===== config.mk =====
export PLATFORM = sky130hd
export DESIGN_NAME = inst_fetch
export DESIGN_NICKNAME = d
export VERILOG_FILES = /design/src/rtl/inst_fetch.sv
export SDC_FILE = /design/constraint.sdc
export NUM_CORES = 1
export LEC_CHECK = 0
export CORE_MARGIN = 2
export CORE_UTILIZATION = 47
export DETAILED_ROUTE_END_ITERATION = 8
export MAX_ROUTING_LAYER = met4
export PLACE_DENSITY_LB_ADDON = 0.2
export SYNTH_ARGS = -nofsm -noshare
export SYNTH_HDL_FRONTEND = slang
export SYNTH_SLANG_ARGS = --single-unit

===== constraint.sdc =====
create_clock -name clk -period 5.2 [get_ports clk]
set_input_delay 1.04 -clock clk [delete_from_list [all_inputs] [get_ports clk]]
set_output_delay 1.04 -clock clk [all_outputs]
set_load 0.03 [all_outputs]

===== src/rtl/inst_fetch.sv =====
// inst_fetch: MIPS fetch stage (PC, imem req/ack, timeout/misalign fault); `FETCH_STAT_EN adds retire/stall counters
`timescale 1ns/1ps
module inst_fetch #(
  parameter logic [31:0] RESET_PC = 32'h0000_0000,
  parameter int TIMEOUT = 16
) (
  input  logic        clk,
  input  logic        rst,
  input  logic        en,
  input  logic [2:0]  pc_src,
  input  logic        alu_zero,
  input  logic [31:0] jr_addr,
  output logic        imem_req,
  output logic [31:0] imem_addr,
  input  logic        imem_ack,
  input  logic [31:0] imem_data,
  output logic [31:0] pc,
  output logic [31:0] pc_plus4,
  output logic [31:0] inst,
  output logic        inst_valid,
  output logic        fetch_err
`ifdef FETCH_STAT_EN
  ,
  output logic [31:0] stat_retired,
  output logic [31:0] stat_stall
`endif
);
  typedef enum logic [1:0] {FETCH, READY, ERR} state_t;
  state_t state, state_n;
  logic [7:0] cnt;
  logic [31:0] next_pc, br_pc;
  logic take_br, aligned, retire;
  assign pc_plus4 = pc + 32'd4;
  assign br_pc = pc_plus4 + {{14{inst[15]}}, inst[15:0], 2'b00};
  assign take_br = (pc_src == 3'd3 && alu_zero) || (pc_src == 3'd4 && !alu_zero);
  assign next_pc = pc_src == 3'd1 ? {pc_plus4[31:28], inst[25:0], 2'b00} :
                   pc_src == 3'd2 ? jr_addr :
                   take_br ? br_pc : pc_plus4;
  assign aligned = next_pc[1:0] == 2'b00;
  assign retire = state == READY && en && aligned;
  assign imem_req = state == FETCH && !rst;
  assign imem_addr = pc;
  assign inst_valid = state == READY && !rst;
  assign fetch_err = state == ERR && !rst;
  always_comb begin
    state_n = state;
    state_n = state == FETCH ? (imem_ack ? READY : (cnt + 8'd1 == 8'(TIMEOUT)) ? ERR : FETCH) :
              state == READY ? (en ? (aligned ? FETCH : ERR) : READY) : ERR;
  end
  always_ff @(posedge clk) begin
    if (rst) begin
      state <= FETCH;
      pc <= RESET_PC;
      inst <= '0;
      cnt <= '0;
    end else begin
      state <= state_n;
      if (state == FETCH) cnt <= imem_ack ? 8'd0 : cnt + 8'd1;
      if (state == FETCH && imem_ack) inst <= imem_data;
      if (retire) pc <= next_pc;
    end
  end
`ifdef FETCH_STAT_EN
  always_ff @(posedge clk) begin
    if (rst) begin
      stat_retired <= '0;
      stat_stall <= '0;
    end else begin
      if (retire) stat_retired <= stat_retired + 32'd1;
      if (state == FETCH && !imem_ack) stat_stall <= stat_stall + 32'd1;
    end
  end
`endif
endmodule


==> results.cfg, run 1 <==
[status]
status = finished clean

[global_routing]
grt_pass1_wl_um = 33330
grt_pass1_vias = 6222
use_met2_pct = 48.80
top_usage_layer = met2
use_met1_pct = 39.32
track_usage_pct = 30.51
overflow = 0
antenna_found_initial = 0
use_met3_pct = 6.686
grt_max_degree = 75

[cells_and_area]
drive_gt1_share_pct = 6.900
fillCellCount = 1148
num_antenna_cells = 0
syn2layout_area_growth_pct = 35.89
nets = 1077

[worst_setup_path]
crit_family = compound AO/OA/AOI/OAI gates
crit_buf_inv = 1
setup.worst_path.end_class = flop
path_class = reg -> reg
slowest_delay_ps = 430
cp_slowest_cell = dfxtp_1
arrival_ps = 4400
cp_common_cell = ha_1
cp_max_fo = 7
cp-start-kind = flop
critical_path_required_ps = 5460
path_cells = ha_1, nand3_1, nor3_1, buf_4, nand2_1, or2_2, xnor2_1, ha_1, a21o_1, a211oi_2, o21ai_1, a21oi_1, nor2_1, o31ai_2, nand2b_2, xnor2_2, o2111a_1, nor4_2

[yosys]
avgSynthCellArea_sq_um = 7.445
synth_cell_types = 81
synth_area_sq_mm = 0.006112
yosysWarningCount = 0
synth_top_cell_area_share_pct = 24.24
synth.area.top_cells = dfxtp_1 24%, nand2_1 8.3%, ha_1 7.8%, a21oi_1 7.3%, buf_4 4.4%
yosysSeqAreaShare_pct = 24.24
yosys_register_bits = 74
synth_ff_type = dfxtp_1
synth_edf_count = 0
synth.net_count = 932
synth-async-reset-ratio_pct = 0
synth_top_cell_by_area = dfxtp_1
netlist_instances = 821

[placed_design]
hpwl_um = 15320
place.port_buffers = 202
finalWeightedCongestion = 1.017

[clocking]
insertion_delay_ps = 350
post_cts_buffers = 0
cts-root-buf = clkbuf_16
cts_sinks = 74
clock_path_buffers = 2
postCtsResizedCells = 0
cts_hold_buf = 0
cts_tree = done
htreeDepth = 3
clk_pin_slew_worst_paths_ps = 60
cts_buffers = 9

[sta]
finClkSkew_ps = 4.350
finalMaxSlewViolations = 0
period_share_pct = 79.54
finalCriticalPeriod_ps = 4136
fmax_mhz = 241.8
rsz0062_at_grt = false
hold_viol_final = 0
finalSetupViolations = 0
max_slew_margin_pct = 26.55
worst_pin_slew_ps = 1099
setup_tns_ps = 0

[floorplan]
ios = 203
row_count = 41
die_width_um = 118.0
die_y_um = 118.0
initial_core_util_pct = 48.24
coreArea_sq_mm = 0.01267
die-area_sq_mm = 0.01393

[power]
total_power_mw = 1.805
ir_drop_mv = 0.2641
p_leak_nw = 3.171
power_density_mw_per_mm2 = 217.3

[route]
drc = 0
ant_nets = 0
drt_wl_total_um = 20880
wire_per_inst_um = 18.27
drtPass1Iterations = 5
initialDrtViolationCount = 621
viasPerCell = 5.780
vias = 6606

[min_path]
min_path_type = reg -> reg

[run]
max_cap_violations = 0
[where the power goes]
part | switching (mW) | internal (mW) | total [mW]
sequential | 0.0407 | 0.594 | 0.635
combinational | 0.290 | 0.213 | 0.503
clock | 0.266 | 0.401 | 0.666
[kinds of logic (layout without fill, tap and decap cells)]
kind of cell | Yosys count | count (layout) | synth area share (%)
simple gates | 314 | 314 | 25.24
compound gates | 252 | 252 | 26.51
buf+inv | 91 | 241 | 8.065
flops | 74 | 74 | 24.24
xor+xnor | 49 | 49 | 7.513
fa+ha+maj | 39 | 39 | 8.107
mux | 2 | 2 | 0.3275
[placed cells by master (no fill, tap or decap), types with 5 or more instances in the layout]
| cell | instances |
|---|---|
| buf_4 | 12 |
| a21oi_1 | 89 |
| xnor2_1 | 29 |
| a21o_1 | 18 |
| nor3b_1 | 6 |
| o21bai_1 | 5 |
| clkdlybuf4s50_1 | 201 |
| or3_1 | 7 |
| and3_1 | 10 |
| o221ai_1 | 5 |
| nor3_1 | 11 |
| nand3_1 | 29 |
| o21ai_1 | 8 |
| nand4_1 | 10 |
| nand2_1 | 135 |
| o22ai_1 | 8 |
| a31oi_1 | 13 |
| o21ai_0 | 36 |
| dfxtp_1 | 74 |
| ha_1 | 38 |
| a311oi_1 | 10 |
| xor2_1 | 16 |
| nor2_1 | 59 |
| a211oi_1 | 11 |
| o211ai_1 | 15 |
| clkbuf_16 | 9 |
| inv_1 | 9 |
[registers in the layout (all words and copies together) (netlist names)]
| signal | cells |
|---|---|
| imem_addr | 32 |
| inst | 32 |
| cnt | 8 |
| state | 2 |
[stage by stage]
step,utilization (%),hold WS [ps],worst slack (ps),std cells,instance area (sq um)
after floorplan,-,469.3,679.7,821,6112
after global placement,63.07,440.9,1198,1127,7991
after detailed placement,63.07,448.6,1118,1127,7991
after CTS,65.55,454.7,1105,1143,8305
after global routing,65.55,476.6,729.5,1143,8305
final,65.55,457.7,1064,1143,8305
[path summary, 6_finish.rpt]
kind              cells after the start  slack, ps            end          from
hold reg to reg                       2        460       inst[27]      inst[27]
hold / removal                        2        460       inst[27]      inst[27]
setup / recovery                     18       1060  imem_addr[31]  imem_addr[2]
setup reg to reg                     18       1060  imem_addr[31]  imem_addr[2]
[synthesized netlist by cell type, drive strengths merged (7+ instances only)]
cell and n:
a31oi 14, xnor2 31, o22ai 8, nor2 61, o211ai 15, nand2 137
nor3 12, nand4 12, and2 7, dfxtp 74, a211oi 12, inv 11
o21ai 45, a21oi 89, nand3 29, or3 8, a311oi 10, xor2 18
a21o 19, and3 13, ha 38, clkbuf 36, buf 44
[tightest hold or removal path, cell delays in order, from the launching register on]
cell	delay [ps]
dfxtp_1	300
nand2_1	50
a21oi_1	50
[final cells by class]
cell class / count / area (sq um) / area share [%]
timing repair buffer: 214 / 2107 / 25.37
clock inverter: 5 / 61.31 / 0.7382
inverter: 11 / 41.29 / 0.4971
tap: 172 / 215.2 / 2.591
clock buffer: 11 / 252.7 / 3.043
sequential: 74 / 1481 / 17.84
multi-input combinational: 656 / 4146 / 49.92
[routing by layer]
layer  up-vias  wire (um)  share of wire (%)
met4         0        346                1.7
met3        28       1716                8.2
met5         -          0                  0
met2       292       9838                 47
met1      3061       8980                 43
li1       3225          -                  -
(Power assumes the default switching activity.)
==> run 2, diff against run 1 <==
==> constraint.sdc (replaced) <==
create_clock -name clk -period 3.84 [get_ports clk]
set_input_delay 0.768 -clock clk [delete_from_list [all_inputs] [get_ports clk]]
set_output_delay 0.768 -clock clk [all_outputs]
set_load 0.03 [all_outputs]
==> run 2 against run 1 <==
Global-route usage rose by 0.92 points. Sequential share of layout area is 0.55 points lower. Cell count is 2.7% higher. Largest cell class unchanged. Critical path depth shrank 1. Clock skew is 4.1 ps higher. Count of clock-buffer cells in the layout increased by 2. Utilization increased by 3.3 points. Critical path type unchanged. Worst hold slack worse by 2.9 ps.
==> results.cfg, run 2 (synthesis gave the netlist of run 1 again) <==
[power]
clkPwrFrac_pct = 34.8
internal-power_mw = 1.609
pwr-share-seq_pct = 35.3
power_density_mw_per_mm2 = 278.0
power_frac_comb_pct = 29.9
ir_drop_mv = 0.2692
p_leak_nw = 3.419
switchingPower_mw = 0.8143
sw_frac_of_total_pct = 33.60

[placed_design]
finalWeightedCongestion = 0.9634
place.port_buffers = 202
dp_cells = 1156
hpwl_um = 16120
place_ws_ps = 28.95

[route]
drtPass1Iterations = 5
vias = 6759
wire_per_inst_um = 18.44
initialDrtViolationCount = 575
drc = 0
viasPerCell = 5.757
drt_wl_total_um = 21650
ant_nets = 0

[cells_and_area]
drive_gt1_share_pct = 13.07
stdcell_count = 1174
final_cell_mix = 200 x clkdlybuf4s50_1, 134 x nand2_1, 85 x a21oi_1, 61 x dfxtp_1, 57 x nor2_1
layout_commonest_cell = clkdlybuf4s50_1
syn2layout_area_growth_pct = 42.66
num_antenna_cells = 0
nets = 1108
fillCellCount = 1091

[sta]
fmax_mhz = 272.6
worst_pin_slew_ps = 788.1
finalCriticalPeriod_ps = 3668
hold_ws_ps = 454.8
finClkSkew_ps = 8.433
period_share_pct = 95.52
max_slew_margin_pct = 47.46
finalWorstSetupSlack_ps = 172.1
hold_viol_final = 0
finalSetupViolations = 0
finalMaxSlewViolations = 0

[global_routing]
antenna_found_initial = 0
overflow = 0
grt_max_degree = 72
track_usage_pct = 31.43
grt_pass1_vias = 6447
grt_pass1_wl_um = 34240

[min_path]
hp-start = inst[29]
min_path_type = reg -> reg

[floorplan]
die_width_um = 118.0
die_y_um = 118.0
die-area_sq_mm = 0.01393
initial_core_util_pct = 48.24
row_count = 41
coreArea_sq_mm = 0.01267
ios = 203

[worst_setup_path]
crit_buf_inv = 0
cp-start-kind = flop
path_cells = ha_2, nand3_4, nor3_4, nand2_1, or2_2, xnor2_4, ha_4, a21o_1, a211oi_2, o21ai_1, a21oi_2, nor2_1, o31ai_2, nand2b_2, xnor2_2, o2111a_1, nor4_2
setup.worst_path.end_class = flop
path_class = reg -> reg
critical_path_required_ps = 4100
slowest_delay_ps = 340
cp_slowest_cell = dfxtp_4
r2r_start = imem_addr[2]
cp_max_fo = 6
arrival_ps = 3930
startpoint = imem_addr[2]
crit_family = compound AO/OA/AOI/OAI gates

[clocking]
clock_path_buffers = 2
cts_sinks = 74
cts_tree = done
cts_buffers = 9
cts-root-buf = clkbuf_16
htreeDepth = 3
insertion_delay_ps = 350
clk_pin_slew_worst_paths_ps = 60

[run]
max_cap_violations = 0

[status]
status = finished clean
==> run 2: changes by cell type in the layout (fill, tap and decap cells not counted), moves of 3 or more <==
cell / previous run / this run
buf_4: 12 / 43
dfxtp_1: 74 / 61
dfxtp_2: 0 / 9
xnor2_1: 29 / 22
xnor2_2: 2 / 7
a21oi_1: 89 / 85
a21oi_2: 0 / 4
dfxtp_4: 0 / 4
ha_1: 38 / 35
==> run 2: timing repair <==
item | 4_1_cts | 5_1_grt
setup endpoints to repair | 2 | 17
pin swaps | 0 | 2
hold buffers | 0 | 0
resized for setup | 0 | 17
buffers inserted | 0 | 2
==> run 2: tightest hold or removal path, cell delays in order (launching register included) <==
cell and delay (ps):
dfxtp_1 310, nand2_1 50, a21oi_1 50
==> run 2: final cells by class <==
type                       count  area [sq um]  area share [%]
clock buffer                  13         271.5           3.114
timing repair buffer         245          2342           26.86
tap                          172         215.2           2.468
inverter                      11         41.29          0.4735
sequential                    74          1508           17.29
clock inverter                 3         21.27          0.2439
multi-input combinational    656          4320           49.55
==> run 2: power by group through the flow <==
stage	sequential (mW)	clock [mW]	combinational [mW]
global route	0.861	0.874	0.774
floorplan	0.934	0	0.357
finish	0.855	0.844	0.724
detailed placement	0.871	0	0.711
CTS	0.855	0.847	0.716
global placement	0.870	0	0.709
==> run 2: through the flow <==
| stage | area [sq um] | power, mW | setup TNS, ps | utilization, % |
|---|---|---|---|---|
| 6_report | 8720 | 2.424 | 0 | 68.82 |
| 5_1_grt | 8720 | 2.509 | -4.635 | 68.82 |
| 4_1_cts | 8640 | 2.417 | -25.80 | 68.18 |
| 3_5_place_dp | 8347 | 1.582 | 0 | 65.87 |
| 3_3_place_gp | 8347 | 1.579 | 0 | 65.87 |
| 2_1_floorplan | 6241 | 1.291 | -29.21 | - |
==> run 2: metal layers <==
layer  global-route usage (%)  vias to the layer above  routed length [um]
met3                    6.008                       27                1579
met2                    49.49                      280               10150
li1                         -                     3291                   -
met1                    40.81                     3161                9542
met5                        -                        -                   0
met4                    9.789                        0                 382
==> run 2: worst paths after layout <==
path | endpoint | slack (ps) | depth (start not counted)
max | imem_addr[31] | 170 | 17
min | inst[29] | 450 | 2
max reg2reg | imem_addr[31] | 170 | 17
min reg2reg | inst[29] | 450 | 2
